$ cat config.mk
export PLATFORM = sky130hd
export DESIGN_NAME = proc_feeder
export DESIGN_NICKNAME = d
export VERILOG_FILES = /design/src/rtl/proc_feeder.sv
export SDC_FILE = /design/constraint.sdc
export NUM_CORES = 1
export LEC_CHECK = 0
export CAP_MARGIN = 5
export CORE_ASPECT_RATIO = 1.5
export CORE_MARGIN = 2
export CORE_UTILIZATION = 30
export CTS_CLUSTER_SIZE = 14
export DETAILED_ROUTE_END_ITERATION = 6
export GPL_ROUTABILITY_DRIVEN = 0
export PLACE_DENSITY_LB_ADDON = 0.25
export REMOVE_ABC_BUFFERS = 1
export SLEW_MARGIN = 0
export SYNTH_ARGS = -nofsm -noshare
export SYNTH_HDL_FRONTEND = slang
export SYNTH_SLANG_ARGS = --single-unit
$ cat constraint.sdc
create_clock -name Clock -period 2.1 [get_ports Clock]
set_input_delay 0.315 -clock Clock [delete_from_list [all_inputs] [get_ports Clock]]
set_output_delay 0.315 -clock Clock [all_outputs]
set_load 0.005 [all_outputs]
$ cat src/rtl/proc_feeder.sv
// proc_feeder: fetches program words and issues them to the 9-bit bus processor.
// Optional Done watchdog is compiled in by defining FEEDER_TIMEOUT_EN.
module proc_feeder #(
  parameter int            AW             = 8,
  parameter logic [AW-1:0] START_ADDR     = '0,
  parameter logic [2:0]    OP_MVI         = 3'b001,
  parameter logic [2:0]    OP_HALT        = 3'b111,
  parameter int            TIMEOUT_CYCLES = 64
) (
  input  logic          Clock,
  input  logic          Resetn,
  input  logic          Start,
  output logic          MemRd,
  output logic [AW-1:0] MemAddr,
  input  logic [8:0]    MemData,
  output logic [8:0]    DIN,
  output logic          Run,
  input  logic          Done,
  output logic          Busy,
  output logic          Halted,
  output logic          Error,
  output logic [15:0]   InstrCount
);

  typedef enum logic [2:0] {
    IDLE,
    FETCH,
    WAITI,
    FETCHIMM,
    WAITIMM,
    ISSUE,
    EXEC,
    HALT
  } state_t;

  state_t        state;
  state_t        state_n;
  logic [AW-1:0] pc;
  logic [AW-1:0] pc_n;
  logic [AW-1:0] addr_n;
  logic [8:0]    instr;
  logic [8:0]    instr_n;
  logic [8:0]    imm;
  logic [8:0]    imm_n;
  logic [8:0]    din_n;
  logic [15:0]   cnt_n;
  logic          rd_n;
  logic          run_n;
  logic          restart;
  logic          wd_hit;

  if (TIMEOUT_CYCLES < 1) begin : g_bad_timeout
    $error("TIMEOUT_CYCLES must be at least 1");
  end

  assign restart = Start && (state == IDLE || state == HALT);
  assign Busy    = !(state == IDLE || state == HALT);
  assign Halted  = (state == HALT);

`ifdef FEEDER_TIMEOUT_EN
  localparam int WDW = $clog2(TIMEOUT_CYCLES + 1);

  logic [WDW-1:0] wd;
  logic           err;

  assign wd_hit = (state == EXEC) && !Done &&
                  (wd == WDW'(TIMEOUT_CYCLES - 1));
  assign Error  = err;

  // wd counts EXEC cycles; it is zero on every entry to EXEC
  always_ff @(posedge Clock or negedge Resetn) begin
    if (!Resetn) begin
      wd  <= '0;
      err <= 1'b0;
    end else begin
      wd <= (state == EXEC) ? wd + WDW'(1) : '0;
      if (restart)
        err <= 1'b0;
      else if (wd_hit)
        err <= 1'b1;
    end
  end
`else
  assign wd_hit = 1'b0;
  assign Error  = 1'b0;
`endif

  always_ff @(posedge Clock or negedge Resetn) begin
    if (!Resetn) begin
      state      <= IDLE;
      pc         <= '0;
      instr      <= '0;
      imm        <= '0;
      InstrCount <= '0;
      MemRd      <= 1'b0;
      MemAddr    <= '0;
      DIN        <= '0;
      Run        <= 1'b0;
    end else begin
      state      <= state_n;
      pc         <= pc_n;
      instr      <= instr_n;
      imm        <= imm_n;
      InstrCount <= cnt_n;
      MemRd      <= rd_n;
      MemAddr    <= addr_n;
      DIN        <= din_n;
      Run        <= run_n;
    end
  end

  always_comb begin
    state_n = state;
    unique case (state)
      IDLE:     if (Start) state_n = FETCH;
      FETCH:    state_n = WAITI;
      WAITI: begin
        unique case (1'b1)
          MemData[8:6] == OP_HALT: state_n = HALT;
          MemData[8:6] == OP_MVI:  state_n = FETCHIMM;
          default:                 state_n = ISSUE;
        endcase
      end
      FETCHIMM: state_n = WAITIMM;
      WAITIMM:  state_n = ISSUE;
      ISSUE:    state_n = EXEC;
      EXEC: begin
        if (Done)
          state_n = FETCH;
        else if (wd_hit)
          state_n = HALT;
      end
      HALT:     if (Start) state_n = FETCH;
      default:  state_n = IDLE;
    endcase
  end

  // Registered outputs are computed from the state being entered
  always_comb begin
    pc_n    = pc;
    instr_n = instr;
    imm_n   = imm;
    cnt_n   = InstrCount;
    if (restart) begin
      pc_n  = START_ADDR;
      cnt_n = '0;
    end
    if (state == FETCH || state == FETCHIMM)
      pc_n = pc + AW'(1);
    if (state == WAITI)
      instr_n = MemData;
    if (state == WAITIMM)
      imm_n = MemData;
    if (state == ISSUE && InstrCount != 16'hFFFF)
      cnt_n = InstrCount + 16'd1;
    rd_n   = (state_n == FETCH) || (state_n == FETCHIMM);
    addr_n = rd_n ? pc_n : MemAddr;
    run_n  = (state_n == ISSUE);
    din_n  = '0;
    if (state_n == ISSUE)
      din_n = instr_n;
    else if (state_n == EXEC && instr_n[8:6] == OP_MVI)
      din_n = imm_n;
  end

endmodule

## Word-level counts from Yosys, hierarchy flattened

Cells that the tools add are included.

- Memories kept: 0
- Input port bits: 13
- Memory bits (writable): 0
- Word-level logic and storage cells: 48
- Latch bits: 0
- ROM bits: 0
- Output and inout bits: 38
- Register bits: 64

- Equal/unequal tests: 15
- $mul: 0
- Order comparisons: 0
- Multiplexer cells: 12
- Shifts and indexed selects: 0
- Add/subtract/negate cells: 2
- Reduce and logical (&&, ||, !) cells: 10
- Bitwise operators: 0
- Divide/modulo/power cells: 0

Operators with widths:

| operator | count |
|---|---|
| 9-bit two-way mux | 4 |
| 16-bit two-way mux | 2 |
| 3-bit == test (second input constant) | 7 |
| 3-bit case mux with 7 select lines | 1 |
| 16-bit by 1-bit adder with 16-bit output (second input constant) | 1 |
| 8-bit two-way mux | 2 |
| 16-bit inequality test (second input constant) | 1 |
| 3-bit by 1-bit == test with 1-bit output (second input constant) | 4 |
| 3-bit by 2-bit == test with 1-bit output (second input constant) | 3 |
| 8-bit by 1-bit adder with 8-bit output (second input constant) | 1 |
| 3-bit two-way mux | 2 |
| 3-bit case mux with 2 select lines | 1 |
| 1-bit logical AND | 3 |
| 3-bit zero test | 1 |
| 1-bit logical OR | 3 |
| 2-bit nonzero test | 1 |
| 2-bit OR reduction | 1 |
| 1-bit zero test | 1 |

## Depth between registers and ports, before layout

- Depth in word-level cells: 7
- Gate-level depth with buffers: 7
- Mapped depth without buffers: 6

## Worst setup path after synthesis

No wires, ideal clock.

- Path type: register to register
- Start point: register InstrCount[0]
- End point: register InstrCount[5]
- Setup slack: 0.356 ns
- Path buffers: 1
- Library setup time: 0.126 ns
- Cell stages (with the launch flop): 8
- Data required time: 1.974 ns
- Data arrival time: 1.618 ns
- Period minus slack after synthesis: 1.744 ns
- Path through: dfrtp_1 > ha_1 > nand3_2 > nor4_4 > nand2b_1 > buf_6 > nor2_2 > a221o_1

- Longest elaborated chain between the ends: 3
- Elaborated cells on any way between the ends: 5
- Classes of those cells: add/sub (1); eq/ne (1); mux (1); reduce/logical (2)

Ends and longest elaborated chain:

| item | RTL line | source |
|---|---|---|
| start: declaration | 22 | `output logic [15:0] InstrCount` |
| start signal: assignment | 104 | `InstrCount <= cnt_n;` |
| parallel branches: the longest is 3 deep, another holds 16-bit by 1-bit adder with 16-bit output | n/a |  |

Several ways; the timed one is not identified.
A chain may end at the register's enable or synchronous reset.

## Final worst setup path

- Start point: register state[2]
- End point: output Busy

- Longest elaborated chain between the ends: 3
- Elaborated cells on any way between the ends: 4
- Classes of those cells: eq/ne (1); reduce/logical (3)

Ends and longest elaborated chain:

| item | RTL line | source |
|---|---|---|
| start: declaration | 36 | `state_t state;` |
| start signal: assignment | 100 | `state <= state_n;` |
| 3-bit == test or 3-bit zero test (tied branches) | 57 | `assign Busy = !(state == IDLE \|\| state == HALT);` |
| 1-bit logical OR * | 57 |  |
| 1-bit zero test * | 57 |  |
| end: declaration | 19 | `output logic Busy,` |

Mark *: on every way between the ends. The rest lies on a longest branch, timed or not.

==> results.yml <==
run_status:
  status: "finished with violations"
  violations: "negative hold slack"
sta:
  fin_crit_sh: 0.952
  relSlewSlack: 0.600
  fin_worst_skew_ns: 0.00479
  setup_viol: 0
  rsz0062_at_grt: "yes"
  finalMaxSlewViolations: 0
  worstMarginPinSlew_ns: 0.600
  max_freq_ghz: 0.500
  hold_viol_final: 7
  holdWs_ns: -0.0179
  layout_min_cycle_time_ns: 2.00
die:
  core_mm2: 0.0101
  die_h_um: 128
  ios: 51
  die_x_um: 86.9
  initial_utilization: 0.307
  die_area_mm2: 0.0111
  fp-row-count: 45
drt:
  dr.pass1.iters: 5
  route.detailed.drc: 0
  avgViaCountPerCell: 5.05
  routedWlPerCell_um: 15.6
  drt_iter0_drc: 76
  final_antenna_net_count: 0
  wirelength_um: 6830
  routed-via-count: 2210
power:
  p_leak_nw: 1.76
  clockPowerShare: 0.298
  peakVddDrop_v: 0.000684
  p_comb_frac: 0.384
  switching_share: 0.318
  p_int_mw: 4.01
  powerDensity_mw_per_mm2: 1440
  seq_power_share: 0.318
  p_sw_mw: 1.87
clock_network:
  cts_setup_buffers: 0
  htree_levels: 3
  cts.path.max_buffers: 2
  cts_tree: "built"
  clk_pin_slew_worst_paths_ns: 0.05
  cts_buffers: 9
  cts-root-buf: "clkbuf_16"
  clock_latency_ns: 0.33
  clock-sinks: 64
layout:
  fin_util: 0.406
  diodes: 0
  instances_no_fill: 438
  syn_to_final_growth_pct: 32.4
  layout-drive-gt1-share: 0.252
  fin_nets: 331
yosys:
  synth_edf_count: 0
  yosysUniqueCellTypes: 55
  yosysSeqAreaShare: 0.518
  synth_top_cell_area_share: 0.518
  synth.most_common_cell: "dfrtp_1"
  avgSynthCellArea_um2: 12.0
  synth.area.mux_share: 0.104
  yosysTopAreaCell: "dfrtp_1"
  netlist_top_cells_count: "dfrtp_1 (64), nand2_1 (23), mux2_2 (18)"
  synth_warnings: 0
  synth_top_family_by_area: "simple AND/OR/NAND/NOR gates"
  synth-xor-area-share: 0.00851
  synthTopCellsByArea: "dfrtp_1 (52%), mux2_2 (6.6%), mux2_4 (3.9%)"
  syn_inst: 257
  synth-seq-cells: 64
  async_flop_share: 1.00
  synth_area_mm2: 0.00309
  synth_fa_ha_area_frac: 0.00810
  synth_compound_area_frac: 0.150
  synth_ff_type: "dfrtp_1"
  synth_simple_gate_area_share: 0.165
global_routing:
  grt_pass1_wl_um: 11600
  grt_max_degree: 65
  grt_pass1_vias: 2339
  grt_usage: 0.135
  antenna_found_initial: 0
  grt_overflow: 0
hold_path:
  min_path_type: "primary input to asynchronous set/reset pin"
job:
  maxCapViolCount: 0
worst_setup_path:
  start_kind: "register"
  arrival_ns: 1.68
  required_ns: 1.78
  cp_max_fo: 11
  end_kind: "output pin"
  crit_type: "register to output pin"
  reg2reg_slack_ns: 0.12
placement:
  io_buffers: 49
  dp_hpwl_um: 4740
  placed_cells: 422
[worst max-delay path, stage by stage (launching register included)]
cell and delay (ns):
dfrtp_1 0.50, and3_4 0.26, nor2_1 0.09, clkdlybuf4s50_1 0.51
[repair_timing]
action | in CTS | in global routing
hold buffers | 0 | 0
gates resized for setup | 0 | 1
endpoints found under the setup margin | 0 | 2
[routing by layer]
layer	vias up	global-route usage	routed length (um)
li1	1068	-	-
met2	48	0.220	3490
met1	1081	0.160	2860
met5	-	0	0
met3	13	0.0373	315
met4	0	0.0689	161
[power by group through the flow]
stage | Combinational [mW] | Sequential, mW | Clock (mW)
2_1_floorplan | 1.27 | 1.89 | 0
3_3_place_gp | 2.26 | 1.89 | 0
3_5_place_dp | 2.30 | 1.90 | 0
4_1_cts | 2.31 | 1.88 | 1.79
5_1_grt | 2.47 | 1.93 | 1.84
6_report | 2.26 | 1.87 | 1.75
[cell usage in the layout (no fill, tap or decap), types with 4 or more instances in the layout]
cell and count:
a21o_1 5, a21oi_1 4, a32o_1 10, buf_4 9, clkbuf_16 9, clkdlybuf4s50_1 48, dfrtp_1 64, inv_1 5
mux2_2 18, mux2_4 8, nand2_1 23, nand3_1 14, nand4_1 5, nor2_1 9, nor3_1 6, o21ai_0 12
o21ai_1 8
[logic make-up (layout without fill, tap and decap cells)]
| kind of cell | count (synthesis) | in the layout |
|---|---|---|
| buffers and inverters | 19 | 83 |
| adder cells (fa/ha/maj) | 2 | 2 |
| XOR/XNOR | 3 | 3 |
| AO/OA/AOI/OAI | 59 | 59 |
| flip-flops | 64 | 64 |
| AND/OR/NAND/NOR | 83 | 83 |
| multiplexers | 26 | 26 |
| other | 1 | 1 |
[sequential cells by signal, summed over array words and instances, names as in the netlist, 3 cells and up]
| name | flops |
|---|---|
| InstrCount | 16 |
| DIN | 9 |
| imm | 9 |
| instr | 9 |
| MemAddr | 8 |
| pc | 8 |
| state | 3 |
[stage by stage]
stage	setup slack (ns)	area [um2]	power (mW)	TNS (ns)	hold slack, ns
floorplan	0.000653	2980	3.16	0	0.0194
global placement	0.00951	3730	4.15	0	0.355
detailed placement	-0.000182	3730	4.20	-0.000182	0.359
CTS	0.0608	4090	5.98	0	0.00469
global route	-0.0162	4090	6.25	-0.0162	0.0266
finish	0.101	4090	5.88	0	-0.0179
[worst paths after layout]
path / from / endpoint / cells after the start
worst max register to register: InstrCount[0] / InstrCount[15] / 6
max in group asynchronous: Resetn / MemAddr[3] / 2
worst max-delay path: state[2] / Busy / 3
worst min register to register: pc[7] / pc[7] / 1
worst min-delay path: Resetn / InstrCount[15] / 2
min in group Clock: pc[7] / pc[7] / 1
[layout make-up]
cell class / count / area [um2]
tap: 117 / 146
sequential: 64 / 1600
fill: 959 / 5990
timing repair buffer: 61 / 613
multi-input combinational: 174 / 1350
clock buffer: 10 / 239
clock inverter: 6 / 114
inverter: 6 / 22.5
(Power assumes the default switching activity.)
